### config.mk
export PLATFORM = sky130hd
export DESIGN_NAME = debug_unit
export DESIGN_NICKNAME = d
export VERILOG_FILES = /design/src/rtl/debug_unit.sv
export SDC_FILE = /design/constraint.sdc
export NUM_CORES = 1
export LEC_CHECK = 0
export CORE_AREA = 2 2 81 75
export CTS_CLUSTER_DIAMETER = 150
export DETAILED_ROUTE_END_ITERATION = 16
export DIE_AREA = 0 0 83 77
export PLACE_DENSITY = 0.77
export SYNTH_ARGS = -nofsm -noshare
export SYNTH_HDL_FRONTEND = slang
export SYNTH_SLANG_ARGS = --single-unit
### constraint.sdc
create_clock -name clk -period 1.7 [get_ports clk]
set_input_delay 0.255 -clock clk [delete_from_list [all_inputs] [get_ports clk]]
set_output_delay 0.255 -clock clk [all_outputs]
set_load 0.05 [all_outputs]
### src/rtl/debug_unit.sv
// debug_unit: host command decoder that loads instruction memory, runs or steps the pipeline, and reports the fetch PC
module debug_unit #(
    parameter int         ADDR_W   = 7,
    parameter int         DATA_W   = 32,
    parameter logic [7:0] CMD_LOAD = 8'h4C,
    parameter logic [7:0] CMD_RUN  = 8'h43,
    parameter logic [7:0] CMD_STEP = 8'h53
) (
    input  logic              clk,
    input  logic              rst,
    input  logic [7:0]        rx_data,
    input  logic              rx_done,
    input  logic              tx_busy,
    input  logic              halt,
    input  logic [ADDR_W-1:0] pc,
    output logic              imem_we,
    output logic [ADDR_W-1:0] imem_addr,
    output logic [DATA_W-1:0] imem_wdata,
    output logic              pipe_enable,
    output logic              tx_start,
    output logic [7:0]        tx_data,
    output logic              busy
);
    localparam int BW = $clog2(DATA_W / 8);
    localparam logic [BW-1:0] LAST_BYTE = BW'(DATA_W / 8 - 1);

    typedef enum logic [2:0] {IDLE, LOAD_CNT, LOAD_BYTE, LOAD_WRITE, RUN, STEP, SEND_PC} state_t;

    state_t            state, state_nx;
    logic [BW-1:0]     byte_cnt;
    logic [ADDR_W:0]   word_cnt;
    logic [DATA_W-1:0] word;

    always_comb begin
        state_nx = state;
        case (state)
            IDLE:       if (rx_done) state_nx = rx_data == CMD_LOAD ? LOAD_CNT :
                                                rx_data == CMD_RUN  ? RUN :
                                                rx_data == CMD_STEP ? STEP : IDLE;
            LOAD_CNT:   if (rx_done) state_nx = LOAD_BYTE;
            LOAD_BYTE:  if (rx_done && byte_cnt == LAST_BYTE) state_nx = LOAD_WRITE;
            LOAD_WRITE: state_nx = word_cnt == (ADDR_W+1)'(1) ? IDLE : LOAD_BYTE;
            RUN:        if (halt || rx_done) state_nx = SEND_PC;
            STEP:       state_nx = SEND_PC;
            SEND_PC:    if (!tx_busy) state_nx = IDLE;
            default:    state_nx = IDLE;
        endcase
    end

    always_ff @(posedge clk) begin
        if (!rst) begin
            state     <= IDLE;
            byte_cnt  <= '0;
            word_cnt  <= '0;
            word      <= '0;
            imem_addr <= '0;
            tx_start  <= 1'b0;
            tx_data   <= '0;
        end else begin
            state    <= state_nx;
            tx_start <= state == SEND_PC && !tx_busy;
            if (state == SEND_PC && !tx_busy)
                tx_data <= 8'(pc);
            if (state == LOAD_CNT && rx_done) begin
                word_cnt  <= rx_data == 8'd0 ? {1'b1, {ADDR_W{1'b0}}} : (ADDR_W+1)'(rx_data);
                imem_addr <= '0;
                byte_cnt  <= '0;
            end
            // a byte arriving during the write cycle already belongs to the next word
            if ((state == LOAD_BYTE || state == LOAD_WRITE) && rx_done) begin
                word     <= {word[DATA_W-9:0], rx_data};
                byte_cnt <= byte_cnt + 1'b1;
            end
            if (state == LOAD_WRITE) begin
                imem_addr <= imem_addr + 1'b1;
                word_cnt  <= word_cnt - 1'b1;
            end
        end
    end

    assign imem_we     = state == LOAD_WRITE;
    assign imem_wdata  = word;
    assign pipe_enable = state == RUN || state == STEP;
    assign busy        = state != IDLE;
endmodule

==> results of run 1 <==
==> flip-flops by register name, summed over array words and instances, names as in the netlist <==
signal	cells
imem_wdata	32
word_cnt	8
imem_addr	7
tx_data	7
state	3
byte_cnt	2
tx_start	1
==> routing by layer <==
| metal | vias to the layer above | share of wire |
|---|---|---|
| met5 | - | 0 |
| met1 | 1133 | 0.46 |
| li1 | 1232 | - |
| met4 | 0 | 0.016 |
| met2 | 72 | 0.46 |
| met3 | 9 | 0.057 |
==> worst paths after layout <==
kind,startpoint,end,slack [ps],cells after the start
hold / removal,imem_wdata[31],imem_wdata[31],460,2
hold reg to reg,imem_wdata[31],imem_wdata[31],460,2
setup reg to reg,word_cnt[0],word_cnt[4],210,6
setup / recovery,state[1],imem_we,80,4
==> power by group <==
| part | internal (mW) | switching (mW) | total (mW) |
|---|---|---|---|
| clock network | 0.834 | 0.595 | 1.43 |
| registers | 1.41 | 0.00149 | 1.41 |
| logic | 0.0728 | 0.0680 | 0.141 |
| total | 2.31 | 0.665 | 2.98 |
==> kinds of logic after synthesis <==
logic type                 count (synthesis)  synth area share
AOI/OAI and AO/OA                         69             0.160
other                                      1           0.00149
muxes                                     10            0.0402
adders and majority gates                  4            0.0198
DFF                                       60             0.476
buffers and inverters                     26            0.0451
and+or+nand+nor                          138             0.257
==> Yosys cell counts, drive strengths merged (3+ instances only) <==
cell type,instances,area share
nand2,79,0.12
dfxtp,60,0.48
a21oi,42,0.083
nor2,18,0.028
clkbuf,11,0.016
buf,9,0.020
mux2i,9,0.036
nand3,8,0.016
o21ai,8,0.016
inv,5,0.0074
a31oi,4,0.0099
ha,4,0.020
nor2b,4,0.0099
nor3,4,0.0079
or3,3,0.0074
==> layout by cell type, fill, tap and decap left out, types with 3 or more instances in the layout <==
cell / instances
buf_12: 6
nor3_1: 4
clkbuf_8: 9
nor2_1: 16
a21oi_1: 42
dfxtp_1: 58
mux2i_1: 9
o21ai_0: 7
nand3_1: 8
ha_1: 4
a31oi_1: 4
nand2_1: 79
or3_1: 3
inv_1: 4
clkdlybuf4s50_1: 19
buf_4: 69
nor2b_1: 4
==> critical path: cells and delay by family, from the launching register on <==
kind | cells | cell delay, ps
simple gates | 1 | 130
flops | 1 | 420
buf+inv | 3 | 470
==> final cells by class <==
type / instances / area share
multi-input combinational: 222 / 0.339
sequential: 60 / 0.337
timing repair buffer: 94 / 0.232
clock buffer: 9 / 0.0346
clock inverter: 7 / 0.0276
tap: 70 / 0.0245
inverter: 6 / 0.00630
==> timing repair <==
| action | in CTS | in global routing |
|---|---|---|
| gates cloned | 0 | 0 |
| gates resized for setup | 1 | 2 |
| setup endpoints to repair | 1 | 2 |
==> flow_metrics.py, run 1 <==
metrics = {
    "status": {
        "status": "finished clean",
    },
    "final_layout": {
        "fin_util": 0.643,
        "area_delta_synth_final_pct": 41.7,
        "stdcell_area_sq_um": 3580,
        "diodes": 0,
        "layoutNonFillerInstCount": 468,
        "layout.nets": 417,
        "multi_input_area_sq_um": 1210,
        "nFillCells": 477,
        "layout-drive-gt1-share": 0.254,
        "seq_area_sq_um": 1200,
    },
    "grt": {
        "use_met3": 0.0592,
        "met2_usage": 0.307,
        "grt_max_degree": 52,
        "grt_pass1_wl_um": 10600,
        "antenna_found_initial": 0,
        "grt_usage": 0.204,
        "grt_pass1_vias": 2224,
        "grt-ovfl-total": 0,
        "busiest_layer": "met2",
        "grt_use_met1": 0.274,
    },
    "floorplan": {
        "die_area_sq_um": 6390,
        "num_rows": 26,
        "core_area_sq_um": 5560,
        "fp.dieW_um": 83,
        "pin_count": 71,
        "die_h_um": 77,
        "start_util": 0.454,
    },
    "drt": {
        "drc": 0,
        "route.vias.total": 2446,
        "wl_um": 6350,
        "routed_via_density": 5.23,
        "drtPass1Iterations": 4,
        "detail-route-antenna-nets": 0,
        "first_iter_violations": 177,
        "wl_per_cell_um": 13.6,
    },
    "timing": {
        "hold_violations": 0,
        "skew_ps": 11.7,
        "hold_slack_ps": 458,
        "fmax_mhz": 619,
        "setup_viol": 0,
        "maxSlewViolCount": 0,
        "rsz0062_at_grt": "no",
        "fin_tns_setup_ps": 0,
        "period_share": 0.951,
        "fin_crit_ps": 1620,
        "fin_ws_ps": 84.0,
    },
    "clocking": {
        "clk_latency_ps": 340,
        "post_cts_buffers": 0,
        "clk_pin_slew_ps": 70,
        "cts_buffer_depth": 2,
        "hold_buffers": 0,
        "h-tree-depth": 3,
        "cts_buffers": 9,
        "clockRootBuffer": "clkbuf_8",
        "clkSinkCount": 60,
        "cts_tree": "built",
    },
    "worst_setup_path": {
        "critPathSlowestCell": "dfxtp_2",
        "path_class": "reg -> out",
        "worstSetupStartpointType": "flip-flop",
        "path_max_fanout": 10,
        "critical_path.max_stage_delay_ps": 420,
        "path_cells": "nand3b_2, inv_2, buf_4, buf_12",
        "worstSetupEndpointType": "output port",
        "cp.required_ps": 1440,
        "cp.arrival_ps": 1360,
    },
    "synthesis": {
        "synth.cell_area_sq_um": 2520,
        "synth_seq_area_share": 0.476,
        "yosys_warnings": 0,
        "synth_cell_types": 51,
        "ys_ff_latch": 60,
        "synthArstFlopShare": 0,
        "synth_nets": 332,
        "synth.avg_cell_area_sq_um": 8.19,
        "synth_edf_count": 0,
        "ys.flop_type": "dfxtp_1",
        "synthCells": 308,
    },
    "power": {
        "ir_drop_mv": 0.476,
        "p_total_mw": 2.98,
        "powerDensity_nw_per_um2": 833,
        "leakage_nw": 1.40,
    },
    "placed_design": {
        "preCtsSetupSlack_ps": -142,
        "portBuffers": 69,
        "place_inst": 452,
        "gp_congestion": 0.922,
        "hpwlAfterDp_um": 4380,
        "placed_area_sq_um": 3350,
    },
    "run": {
        "cap_violations": 0,
    },
    "hold_path": {
        "hold_path.class": "reg -> reg",
    },
}
Note: power is estimated with default switching activity, not from simulation.
==> run 2, diff against run 1 <==
CTS_BUF_LIST = sky130_fd_sc_hd__clkbuf_4 sky130_fd_sc_hd__clkbuf_8 sky130_fd_sc_hd__clkbuf_16   (was default)
SETUP_SLACK_MARGIN = 0.4   (was default)
clock period = 1.61 ns   (was 1.7 ns; I/O delays follow)
==> flow_metrics.py, run 2 (same netlist as run 1, synthesis figures left out) <==
metrics = {
    "placed_design": {
        "portBuffers": 69,
        "hpwlAfterDp_um": 4310,
        "gp_congestion": 0.915,
    },
    "power": {
        "leakage_nw": 1.57,
        "ir_drop_mv": 0.521,
        "powerDensity_nw_per_um2": 747,
    },
    "worst_setup_path": {
        "worstSetupEndpointType": "output port",
        "path_class": "reg -> out",
        "critPathSlowestCell": "dfxtp_4",
        "path_delay_family": "flip-flops",
        "reg2reg_setup_slack_ps": 170,
        "cp.required_ps": 1370,
        "cp.arrival_ps": 1210,
        "worstSetupStartpointType": "flip-flop",
        "reg2reg_depth": 6,
        "r2r-end": "imem_addr[4]",
        "path_max_fanout": 6,
        "critical_path.max_stage_delay_ps": 370,
        "cp_num_buf_inv": 3,
        "path_cells": "nand3b_4, inv_6, buf_6, buf_12",
        "r2r_start": "state[2]",
    },
    "timing": {
        "period_share": 0.904,
        "maxSlewViolCount": 0,
        "hold_violations": 0,
        "skew_ps": 4.03,
        "setup_viol": 0,
        "hold_slack_ps": 396,
        "fmax_mhz": 687,
        "rsz0062_at_grt": "yes",
        "fin_crit_ps": 1460,
    },
    "final_layout": {
        "diodes": 0,
        "largest_reg_flops": 32,
        "layout-drive-gt1-share": 0.409,
        "final_common_cell": "nand2_1",
        "fin_util": 0.724,
        "area_delta_synth_final_pct": 59.6,
        "most-common-layout-cells": "75 x nand2_1, 64 x buf_4, 45 x dfxtp_1",
        "layout.nets": 430,
    },
    "clocking": {
        "clk_latency_ps": 350,
        "clk_pin_slew_ps": 70,
        "hold_buffers": 0,
        "cts_buffers": 9,
        "clkSinkCount": 60,
        "cts_buffer_depth": 2,
        "h-tree-depth": 3,
        "clockRootBuffer": "clkbuf_8",
        "cts_tree": "built",
    },
    "hold_path": {
        "min_from": "rx_data[3]",
        "hold-path-cell-count": 4,
        "hold_path.class": "in -> reg",
        "hold_end": "imem_wdata[3]",
    },
    "floorplan": {
        "core_area_sq_um": 5560,
        "fp.dieW_um": 83,
        "die_h_um": 77,
        "start_util": 0.454,
        "pin_count": 71,
        "num_rows": 26,
        "die_area_sq_um": 6390,
    },
    "run": {
        "cap_violations": 0,
    },
    "grt": {
        "grt_pass1_vias": 2452,
        "grt-ovfl-total": 0,
        "grt_pass1_wl_um": 11700,
        "grt_max_degree": 52,
        "grt_usage": 0.226,
        "antenna_found_initial": 0,
    },
    "status": {
        "status": "finished clean",
    },
    "drt": {
        "wl_um": 7330,
        "drtPass1Iterations": 4,
        "route.vias.total": 2575,
        "routed_via_density": 5.35,
        "drc": 0,
        "detail-route-antenna-nets": 0,
        "first_iter_violations": 224,
        "wl_per_cell_um": 15.2,
    },
}
[run 2: worst max-delay path by stage]
stage	from	to	slack, ps	cells past startpoint
final	state[2]	imem_we	150	4
after global routing	state[2]	imem_wdata[13]	120	6
after CTS	state[2]	imem_we	190	4
after detailed placement	rx_data[0]	word_cnt[7]	-190	5
after global placement	rx_data[0]	word_cnt[7]	-160	5
after floorplan	state[2]	word_cnt[7]	270	5
[run 2: worst register-to-register path: stages (launching register included)]
cell and delay (ps):
dfxtp_4 370, nand3b_4 190, inv_6 80, buf_6 130
and4_4 210, mux2_2 320, nor2_1 70
[run 2: report_power, final]
group | total, mW | switching [mW] | leakage (nW) | internal, mW
Clock | 1.37 | 0.649 | 0.0962 | 0.719
Sequential | 1.47 | 0.00213 | 0.493 | 1.47
Combinational | 0.166 | 0.0854 | 0.985 | 0.0804
Total | 3.01 | 0.736 | 1.57 | 2.27
[run 2: repair_timing]
action | 4_1_cts | 5_1_grt
gates cloned | 1 | 0
endpoints found under the setup margin | 63 | 68
hold endpoints to repair | 0 | 0
resized for setup | 58 | 40
pin swaps | 16 | 21
setup buffers | 10 | 3
[run 2: per-layer routing]
metal	vias to the layer above	wire, um	track usage
met5	-	0	0
met4	0	104	0.118
met3	8	516	0.0474
met2	90	3660	0.355
met1	1214	3050	0.294
li1	1263	-	-
[run 2: metrics by stage]
step / cells / TNS (ps) / setup slack (ps) / cell area [sq um] / power [mW]
3_5_place_dp: 451 / -1490 / -189 / 3380 / 1.66
6_report: 481 / 0 / 154 / 4030 / 3.01
4_1_cts: 478 / 0 / 186 / 3840 / 3.02
2_1_floorplan: 308 / 0 / 275 / 2590 / 1.56
5_1_grt: 481 / 0 / 125 / 4030 / 3.10
3_3_place_gp: 451 / -491 / -163 / 3380 / 1.66
[run 2: layout make-up]
| cell class | count | area (sq um) |
|---|---|---|
| flip-flops and latches | 60 | 1240 |
| fillers | 397 | 1540 |
| clock buffers | 9 | 124 |
| well taps | 70 | 87.6 |
| clock inverters | 7 | 73.8 |
| inverters | 6 | 30.0 |
| multi-input cells | 222 | 1490 |
| repair buffers | 107 | 987 |
==> run 3, diff against run 2 <==
CORE_AREA = 5 5 84 78   (was 2 2 81 75)
DIE_AREA = 0 0 89 83   (was 0 0 83 77)
GPL_ROUTABILITY_DRIVEN = 0   (was default)
GPL_TIMING_DRIVEN = 0   (was default)
==> flow_metrics.py, run 3 (same netlist as run 1, synthesis figures left out) <==
metrics = {
    "worst_setup_path": {
        "r2r-end": "word_cnt[7]",
        "reg2reg_depth": 4,
        "path_delay_family": "compound AO/OA/AOI/OAI gates",
        "path_max_fanout": 5,
        "path_cells": "nor4_4, a21oi_1, o21ba_1, a311oi_2",
        "cp.arrival_ps": 1780,
        "worstSetupStartpointType": "flip-flop",
        "r2r_start": "word_cnt[4]",
        "path_class": "reg -> reg",
        "cp.required_ps": 1870,
        "reg2reg_setup_slack_ps": 90,
        "worstSetupEndpointType": "flip-flop",
        "critical_path.max_stage_delay_ps": 410,
        "critPathSlowestCell": "nor4_4",
        "cp.depth": 4,
        "cp_num_buf_inv": 0,
    },
    "clocking": {
        "hold_buffers": 0,
        "cts_tree": "built",
        "h-tree-depth": 3,
        "cts_buffers": 9,
        "clk_pin_slew_ps": 80,
        "clk_latency_ps": 360,
        "clockRootBuffer": "clkbuf_8",
        "cts_buffer_depth": 2,
        "clkSinkCount": 60,
    },
    "final_layout": {
        "diodes": 0,
        "layout-drive-gt1-share": 0.564,
        "layout.nets": 451,
        "stdcell_area_sq_um": 4420,
        "largest_reg_flops": 32,
        "most-common-layout-cells": "50 x buf_4, 46 x nand2_1, 42 x dfxtp_1",
        "nFillCells": 316,
        "final_common_cell": "buf_4",
        "layoutNonFillerInstCount": 501,
        "area_delta_synth_final_pct": 75.3,
    },
    "grt": {
        "grt-ovfl-total": 0,
        "grt_pass1_wl_um": 13400,
        "antenna_found_initial": 0,
        "grt_usage": 0.232,
        "grt_max_degree": 11,
        "grt_pass1_vias": 2684,
    },
    "drt": {
        "wl_per_cell_um": 21.6,
        "drtPass1Iterations": 5,
        "first_iter_violations": 298,
        "route.vias.total": 3022,
        "detail-route-antenna-nets": 0,
        "drc": 0,
        "routed_via_density": 6.03,
        "wl_um": 10800,
    },
    "floorplan": {
        "pin_count": 71,
        "core_area_sq_um": 5560,
        "die_area_sq_um": 7390,
        "fp.dieW_um": 89,
        "num_rows": 26,
        "start_util": 0.454,
        "die_h_um": 83,
    },
    "power": {
        "ir_drop_mv": 0.597,
        "leakage_nw": 1.84,
        "powerDensity_nw_per_um2": 706,
    },
    "timing": {
        "period_share": 0.944,
        "fin_tns_setup_ps": 0,
        "rsz0062_at_grt": "yes",
        "maxSlewViolCount": 0,
        "setup_viol": 0,
        "maxSlewHeadroom": 0.656,
        "fmax_mhz": 658,
        "fin_crit_ps": 1520,
        "worst_slew_pin_slew_ps": 516,
        "hold_violations": 0,
        "skew_ps": 14.5,
    },
    "hold_path": {
        "hold-path-cell-count": 3,
        "min_from": "rx_data[1]",
        "hold_path.class": "in -> reg",
        "hold_end": "imem_wdata[1]",
    },
    "placed_design": {
        "portBuffers": 69,
        "place_inst": 447,
        "hpwlAfterDp_um": 4890,
        "placed_area_sq_um": 3370,
    },
    "status": {
        "status": "finished clean",
    },
    "run": {
        "cap_violations": 0,
    },
}
==> run 3: changes by cell type in the layout (fill, tap and decap cells not counted), sizes merged <==
cell / before / now
clkdlybuf4s50: 11 / 10
inv: 7 / 5
buf: 88 / 93
clkinv: 3 / 2
clkinvlp: 2 / 0
dlygate4sd2: 5 / 7
clkbuf: 9 / 29
clkdlybuf4s15: 3 / 2
==> run 3: worst max path at each step <==
stage                       end        start  slack, ps
floorplan           word_cnt[7]     state[2]        270
global placement    word_cnt[7]   rx_data[0]       -290
detailed placement  word_cnt[7]   rx_data[0]       -310
CTS                        busy     state[1]        210
global route        word_cnt[7]  word_cnt[4]         80
finish              word_cnt[7]  word_cnt[4]         90
==> run 3: metal layers <==
metal | vias up | global-route usage | share of wire
met5 | - | 0 | 0
met4 | 0 | 0.0934 | 0.032
met3 | 48 | 0.0614 | 0.085
met2 | 208 | 0.373 | 0.48
met1 | 1466 | 0.291 | 0.40
li1 | 1300 | - | -
==> run 3: worst min-delay path, cell delays in order <==
cell	delay (ps)
dlygate4sd2_1	300
nand2_2	90
a21oi_2	50
==> run 3: layout make-up <==
cell class / instances / area (sq um) / share of cell area
Inverter: 6 / 30.0 / 0.00679
Tap cell: 70 / 87.6 / 0.0198
Clock inverter: 2 / 35.0 / 0.00792
Buffer: 20 / 230 / 0.0520
Sequential cell: 60 / 1240 / 0.281
Clock buffer: 13 / 166 / 0.0376
Timing Repair Buffer: 108 / 972 / 0.220
Multi-Input combinational cell: 222 / 1660 / 0.376
==> run 3: repair_timing <==
item                                    CTS  global route
endpoints found under the setup margin  109            85
gates resized for setup                 383           134
cloned                                    4             1
pin swaps                                20            20
setup buffers                            20            14
==> run 3: where the power goes <==
| group | internal [mW] | leakage [nW] | total (mW) | switching [mW] |
|---|---|---|---|---|
| logic | 0.0682 | 1.24 | 0.167 | 0.0987 |
| registers | 1.47 | 0.494 | 1.48 | 0.00233 |
| clock network | 0.825 | 0.106 | 1.48 | 0.655 |
| total | 2.37 | 1.84 | 3.12 | 0.756 |
==> run 3: per-stage QoR <==
step	worst slack [ps]	hold WS [ps]	power (mW)	utilization
6_report	89.9	360	3.12	0.795
5_1_grt	76.3	359	3.18	0.795
4_1_cts	206	352	3.01	0.701
3_5_place_dp	-313	449	1.64	0.606
3_3_place_gp	-289	446	1.64	0.606
2_1_floorplan	275	378	1.56	-
